`src/rtl/mem_arbiter.sv`:
```
// mem_arbiter: shares one RAM port between the CPU (m0, read/write) and the VGA fetcher (m1, read-only).
// Latency: a request seen in IDLE at cycle N drives s_valid at N+1; ready is combinational from
//   s_ready, so a zero-wait transfer takes 2 cycles including the mandatory IDLE cycle.
// Backpressure: slave wait states stretch the grant; the losing master holds valid until served.
// Config macro: ARB_FAIR_EN (off by default) caps back-to-back m1 grants at MAX_BURST while m0 waits.
// Ports: clk, rst (synchronous, active-high)
//        m0_valid/m0_ready/m0_addr/m0_wdata/m0_wstrb/m0_rdata : CPU master
//        m1_valid/m1_ready/m1_addr/m1_rdata                   : VGA master
//        s_valid/s_ready/s_addr/s_wdata/s_wstrb/s_rdata       : shared RAM slave
//        owner : debug grant indicator, 00 idle / 01 m0 / 10 m1
module mem_arbiter #(
  parameter int ADDR_W    = 32,
  parameter int DATA_W    = 32,
  parameter int MAX_BURST = 4
) (
  input  logic                clk,
  input  logic                rst,
  input  logic                m0_valid,
  output logic                m0_ready,
  input  logic [ADDR_W-1:0]   m0_addr,
  input  logic [DATA_W-1:0]   m0_wdata,
  input  logic [DATA_W/8-1:0] m0_wstrb,
  output logic [DATA_W-1:0]   m0_rdata,
  input  logic                m1_valid,
  output logic                m1_ready,
  input  logic [ADDR_W-1:0]   m1_addr,
  output logic [DATA_W-1:0]   m1_rdata,
  output logic                s_valid,
  input  logic                s_ready,
  output logic [ADDR_W-1:0]   s_addr,
  output logic [DATA_W-1:0]   s_wdata,
  output logic [DATA_W/8-1:0] s_wstrb,
  input  logic [DATA_W-1:0]   s_rdata,
  output logic [1:0]          owner
);

  // State encoding doubles as the owner debug code.
  typedef enum logic [1:0] {
    IDLE = 2'b00,
    GNT0 = 2'b01,
    GNT1 = 2'b10
  } state_t;

  state_t r_state;
  state_t w_next;
  logic   w_fair_force;

  if (MAX_BURST < 1 || MAX_BURST > 255) begin : g_bad_max_burst
    $error("mem_arbiter: MAX_BURST must be within 1..255");
  end

`ifdef ARB_FAIR_EN
  localparam logic [7:0] LP_MAX_BURST = 8'(MAX_BURST);

  // Counts completed m1 transfers since the CPU was last served (or stopped asking).
  logic [7:0] r_fair_cnt;

  always_ff @(posedge clk) begin
    if (rst) begin
      r_fair_cnt <= 8'd0;
    end else if (r_state == GNT0 && m0_valid && s_ready) begin
      r_fair_cnt <= 8'd0;
    end else if (r_state == IDLE && !m0_valid) begin
      r_fair_cnt <= 8'd0;
    end else if (r_state == GNT1 && m1_valid && s_ready && r_fair_cnt != 8'hFF) begin
      r_fair_cnt <= r_fair_cnt + 8'd1;
    end
  end

  assign w_fair_force = m0_valid && (r_fair_cnt >= LP_MAX_BURST);
`else
  assign w_fair_force = 1'b0;
`endif

  always_ff @(posedge clk) begin
    if (rst) begin
      r_state <= IDLE;
    end else begin
      r_state <= w_next;
    end
  end

  // Next state. A grant ends after completion or when the owner withdraws
  // its request (abort); either way IDLE follows for one cycle.
  always_comb begin
    w_next = r_state;
    case (r_state)
      IDLE: begin
        if (m1_valid && !w_fair_force) begin
          w_next = GNT1;
        end else if (m0_valid) begin
          w_next = GNT0;
        end
      end
      GNT0: begin
        if (!m0_valid || s_ready) begin
          w_next = IDLE;
        end
      end
      GNT1: begin
        if (!m1_valid || s_ready) begin
          w_next = IDLE;
        end
      end
      default: w_next = IDLE;
    endcase
  end

  // Datapath mux. Everything is zero in IDLE so s_ready arriving there is ignored.
  always_comb begin
    s_valid  = 1'b0;
    s_addr   = '0;
    s_wdata  = '0;
    s_wstrb  = '0;
    m0_ready = 1'b0;
    m1_ready = 1'b0;
    m0_rdata = '0;
    m1_rdata = '0;
    owner    = 2'b00;
    case (r_state)
      GNT0: begin
        owner    = 2'b01;
        s_valid  = m0_valid;
        s_addr   = m0_addr;
        s_wdata  = m0_wdata;
        s_wstrb  = m0_wstrb;
        m0_ready = s_ready & m0_valid;
        m0_rdata = s_rdata;
      end
      GNT1: begin
        // VGA is read-only: write data and strobes stay zero.
        owner    = 2'b10;
        s_valid  = m1_valid;
        s_addr   = m1_addr;
        m1_ready = s_ready & m1_valid;
        m1_rdata = s_rdata;
      end
      default: begin
      end
    endcase
  end

endmodule
```
`config.mk`:
```
export PLATFORM = sky130hd
export DESIGN_NAME = mem_arbiter
export DESIGN_NICKNAME = d
export VERILOG_FILES = /design/src/rtl/mem_arbiter.sv
export SDC_FILE = /design/constraint.sdc
export NUM_CORES = 1
export LEC_CHECK = 0
export CORE_AREA = 2 2 108 110
export DETAILED_ROUTE_END_ITERATION = 6
export DIE_AREA = 0 0 110 112
export DONT_BUFFER_PORTS = 1
export HOLD_SLACK_MARGIN = 0.08
export PLACE_DENSITY = 0.3
export SLEW_MARGIN = 15
export SYNTH_ARGS = -nofsm -noshare
export SYNTH_HDL_FRONTEND = slang
export SYNTH_SLANG_ARGS = --single-unit
```
`constraint.sdc`:
```
create_clock -name clk -period 1.7 [get_ports clk]
set_clock_uncertainty 0.1 [all_clocks]
set_input_delay 0.085 -clock clk [delete_from_list [all_inputs] [get_ports clk]]
set_output_delay 0.085 -clock clk [all_outputs]
set_load 0.05 [all_outputs]
```
Word-level counts from Yosys, hierarchy flattened

Index checks and enable logic that the tools add are counted.
W data, S select, Z words.

Latch bits: 0
Register bits after elaboration: 2
Input port bits: 137
Output and inout bits: 137
Memory bits (read-only): 0
Memories kept: 0
Bits in writable memories: 0
Word-level logic and storage cells: 28

Bitwise logic cells: 2
Muxes and demuxes: 14
Divide/modulo/power cells: 0
$lt $le $gt $ge: 0
Multiply operators: 0
Add/subtract/negate cells: 0
Eq/ne operators: 5
Shift operators: 0
Reduce and logical (&&, ||, !) cells: 6

Operators with widths:

| kind                 | number |
|---|---|
| $mux W32             | 3 |
| $pmux W32 S2         | 1 |
| $mux W2              | 4 |
| $pmux W2 S3          | 1 |
| $mux W4              | 1 |
| $ne A2 B2 Y1 const B | 2 |
| $pmux W2 S2          | 1 |
| $ne A3 B3 Y1 const B | 1 |
| $reduce_and A3 Y1    | 1 |
| $and A1 B1 Y1        | 2 |
| $eq A2 B1 Y1 const B | 1 |
| $eq A2 B2 Y1 const B | 1 |
| $logic_not A1 Y1     | 2 |
| $logic_not A2 Y1     | 1 |
| $logic_or A1 B1 Y1   | 2 |
| $mux W1              | 2 |
| $pmux W1 S2          | 1 |

Longest topological paths before layout

Depth in word-level cells: 4
Gate-level depth with buffers: 6
Mapped depth without buffers: 5

Worst setup path after synthesis

OpenSTA, ideal clock, no wires.

Path kind: register to output
Start: register r_state[0]
End: output port s_addr[0]
Path buffers: 1
Setup slack: -536 ps
Cell stages (with the launch flop): 6
Arrival: 2,051 ps
Data required time: 1,515 ps
Cells stage by stage: dfxtp_1 > inv_1 > ha_1 > buf_2 > a22oi_1 > nor2b_1

Word-level cells in the longest chain between the ends: 2
Elaborated cells between the ends (all ways): 3
Those cells by class: 2 x eq/ne; 1 x mux

Ends and longest elaborated chain:

| element                                             | RTL line | RTL |
|---|---|---|
| start: declaration                                  | 44       | `state_t r_state;` |
| start signal: assignment                            | 79       | `r_state <= w_next;` |
| $eq A2 B2 Y1 / $eq A2 B1 Y1 (equally long branches) | 120      | `case (r_state)` |
| $pmux W32 S2 (*)                                    | 120      |  |
| end: declaration                                    | 30       | `output logic [ADDR_W-1:0] s_addr,` |

Mark *: on every way between the ends. The rest lies on a longest branch, timed or not.

Final worst setup path

Start: register r_state[1]
End: output port s_wdata[30]

Word-level cells in the longest chain between the ends: 2

Ends and longest elaborated chain:

| element          | RTL line | RTL |
|---|---|---|
| $eq A2 B1 Y1     | 120      |  |
| $mux W32         | 120      |  |
| end: declaration | 31       | `output logic [DATA_W-1:0] s_wdata,` |

No other way between the ends.

==> results.sh <==
export IMPL_timing_final_ws_setup_ns=0.00926
export IMPL_clock_path_buffers=2
export IMPL_synth_nets=352
export IMPL_rsz0062_at_grt="yes"
export IMPL_drt_wl_total_um=9200
export IMPL_wire_per_inst_um=18.8
export IMPL_fp_coreArea_um2=11200
export IMPL_cts_buffers=3
export IMPL_stdcell_area_um2=5050
export IMPL_drt_pass1_iterations=2
export IMPL_worst_slew_pin_slew_ns=0.221
export IMPL_start_kind="flop"
export IMPL_synth_area_leader_cell="and2_1"
export IMPL_synth_top_area_share_pct=44.8
export IMPL_root_buffer="clkbuf_16"
export IMPL_crit_type="flop to primary output"
export IMPL_crit_chain="inv_4 > ha_4 > bufbuf_16 > and2_1 > buf_12"
export IMPL_cts_sinks=2
export IMPL_hpwl_um=7550
export IMPL_fillers=1000
export IMPL_hp_class="primary input to flop"
export IMPL_post_place_cells=476
export IMPL_ant_nets=0
export IMPL_stdcell_count=489
export IMPL_grt_pass1_vias=2098
export IMPL_synthFlopType="dfxtp_1"
export IMPL_vias_per_cell=4.23
export IMPL_vdd_drop_max_mv=0.319
export IMPL_grt_pass1_wl_um=12300
export IMPL_h_tree_depth=1
export IMPL_globalplace_congestion=0.746
export IMPL_fin_nets=489
export IMPL_area_growth_pct=261
export IMPL_p_per_area_nw_per_um2=479
export IMPL_die_h_um=112
export IMPL_start_util_pct=12.5
export IMPL_status="completed"
export IMPL_globalRoute_totalOverflow=0
export IMPL_cp_required_ns=1.51
export IMPL_netlist_top_cells_area="and2_1 (45%), a22oi_1 (18%), nor2b_1 (15%)"
export IMPL_drt_iter0_drc=29
export IMPL_setup_viol=0
export IMPL_worstHoldStart="m0_valid"
export IMPL_grt_max_degree=39
export IMPL_setup_worst_path_end_class="primary output"
export IMPL_drive_gt1_share_pct=74.8
export IMPL_power_mw=2.41
export IMPL_fin_crit_ns=1.69
export IMPL_cp_startpoint="r_state[1]$_SDFFE_PP0P_"
export IMPL_fmaxAchievable_ghz=0.591
export IMPL_cp_max_fo=20
export IMPL_synthesis_area_um2=1400
export IMPL_synthCells=210
export IMPL_syn_avg_cell_area_um2=6.65
export IMPL_place_area_um2=4460
export IMPL_maxSlewViolCount=0
export IMPL_synth_async_reset_ratio_pct=0
export IMPL_dieArea_um2=12300
export IMPL_grt_use_total_pct=13.5
export IMPL_hold_viol_final=0
export IMPL_synth_seq_cells=2
export IMPL_io_buffers=0
export IMPL_p_leak_nw=1.87
export IMPL_synth_common_cells="and2_1 (100), a22oi_1 (33), nor2b_1 (33)"
export IMPL_max_flop_register="r_state"
export IMPL_antenna_found_initial=2
export IMPL_largest_reg_flops=2
export IMPL_via_count=2067
export IMPL_ys_warn_count=0
export IMPL_reg_top3="r_state x2"
export IMPL_synth_most_common_cell="and2_1"
export IMPL_rr_worst_depth=5
export IMPL_cap_violations=0
export IMPL_yosysUniqueCellTypes=21
export IMPL_rr_startpoint="r_state[1]$_SDFFE_PP0P_"
export IMPL_maxSlewHeadroom_pct=85.1
export IMPL_hold_depth=3
export IMPL_drc=0
export IMPL_pre_cts_slack_ns=0.0408
export IMPL_post_route_period_util_pct=99.5
export IMPL_ys_seq_area_share_pct=2.87
export IMPL_crit_slowest_cell="dfxtp_4"
export IMPL_max_stage_delay_ns=0.36
export IMPL_cts_tree="built"
export IMPL_die_w_um=110
export IMPL_cp_arrival_ns=1.51
export IMPL_io_pins=274
export IMPL_num_rows=39
export IMPL_worstSkewPairLatency_ns=0.22
export IMPL_synth_edf_count=0
export IMPL_cts_clk_slew_worst_paths_ns=0.03
-- layout by cell type (no fill, tap or decap), drive strengths merged --
master,instances
nor2,2
nor2b,33
dfxtp,2
o2bb2ai,1
o21ai,1
a22oi,34
and3,2
a21oi,2
dlygate4sd3,4
diode,1
clkbuf,5
and2,100
buf,146
o22a,1
inv,3
nand3b,1
a211oi,1
ha,5
o22ai,1
bufbuf,1
-- report_power, final --
| group | total, mW | switching (mW) | internal, mW |
|---|---|---|---|
| Sequential | 0.0620 | 0.00971 | 0.0523 |
| Clock | 0.353 | 0.0533 | 0.299 |
| Combinational | 2.00 | 1.02 | 0.981 |
-- worst max-delay path: cells and delay by family (launching register included) --
family,cells,cell delay (ns)
AND/OR/NAND/NOR,1,0.17
flip-flops,1,0.36
adder cells (fa/ha/maj),1,0.21
buffers and inverters,3,0.54
-- cells by family (layout without fill, tap and decap cells) --
| family | count (synthesis) | after routing | synth area share (%) |
|---|---|---|---|
| flops | 2 | 2 | 2.87 |
| compound gates | 41 | 41 | 22.3 |
| other cells | 0 | 1 | 0 |
| simple gates | 138 | 138 | 61.6 |
| buf+inv | 24 | 159 | 8.69 |
| fa+ha+maj | 5 | 5 | 4.48 |
-- what timing repair did --
item                                   in CTS  in global routing
buffers inserted                            0                  1
pin swaps                                   1                  7
hold buffers                                4                  0
resized for setup                          39                 52
gates cloned                                3                  1
setup endpoints to repair                  97                 78
endpoints found under the hold margin       2                  0
-- per-layer routing --
layer / part of all wire, % / routed length [um] / vias up / track usage (%)
li1: - / - / 966 / -
met1: 31 / 2890 / 951 / 12.7
met2: 56 / 5120 / 148 / 26.7
met3: 12 / 1100 / 2 / 4.33
met4: 0.89 / 82 / 0 / 3.80
met5: 0 / 0 / - / 0
-- area by class of cell --
type / count / area, um^2 / area share [%]
diodes: 1 / 2.50 / 0.0496
clock buffers: 3 / 75.1 / 1.49
inverters: 3 / 16.3 / 0.322
multi-input cells: 184 / 1750 / 34.6
flip-flops and latches: 2 / 47.5 / 0.942
well taps: 143 / 179 / 3.55
repair buffers: 153 / 2980 / 59.1
-- per-stage QoR --
step                      utilization (%)  hold slack [ns]  setup TNS [ns]
after global routing                 45.1            0.117           -1.34
after detailed placement             39.9           0.0584               0
final                                45.2           0.0816               0
after CTS                            43.1           0.0816          -0.395
after floorplan                         -           0.0496           -1.01
after global placement               39.9           0.0557               0
-- path summary, 6_finish.rpt --
| path | endpoint | slack (ns) |
|---|---|---|
| min | r_state[1]$_SDFFE_PP0P_ | 0.08 |
| max | s_wdata[30] | 0.009 |
| max reg2reg | r_state[0]$_SDFFE_PP0P_ | 0.36 |
| min reg2reg | r_state[0]$_SDFFE_PP0P_ | 0.48 |
Power figures use the tool's default switching activity.
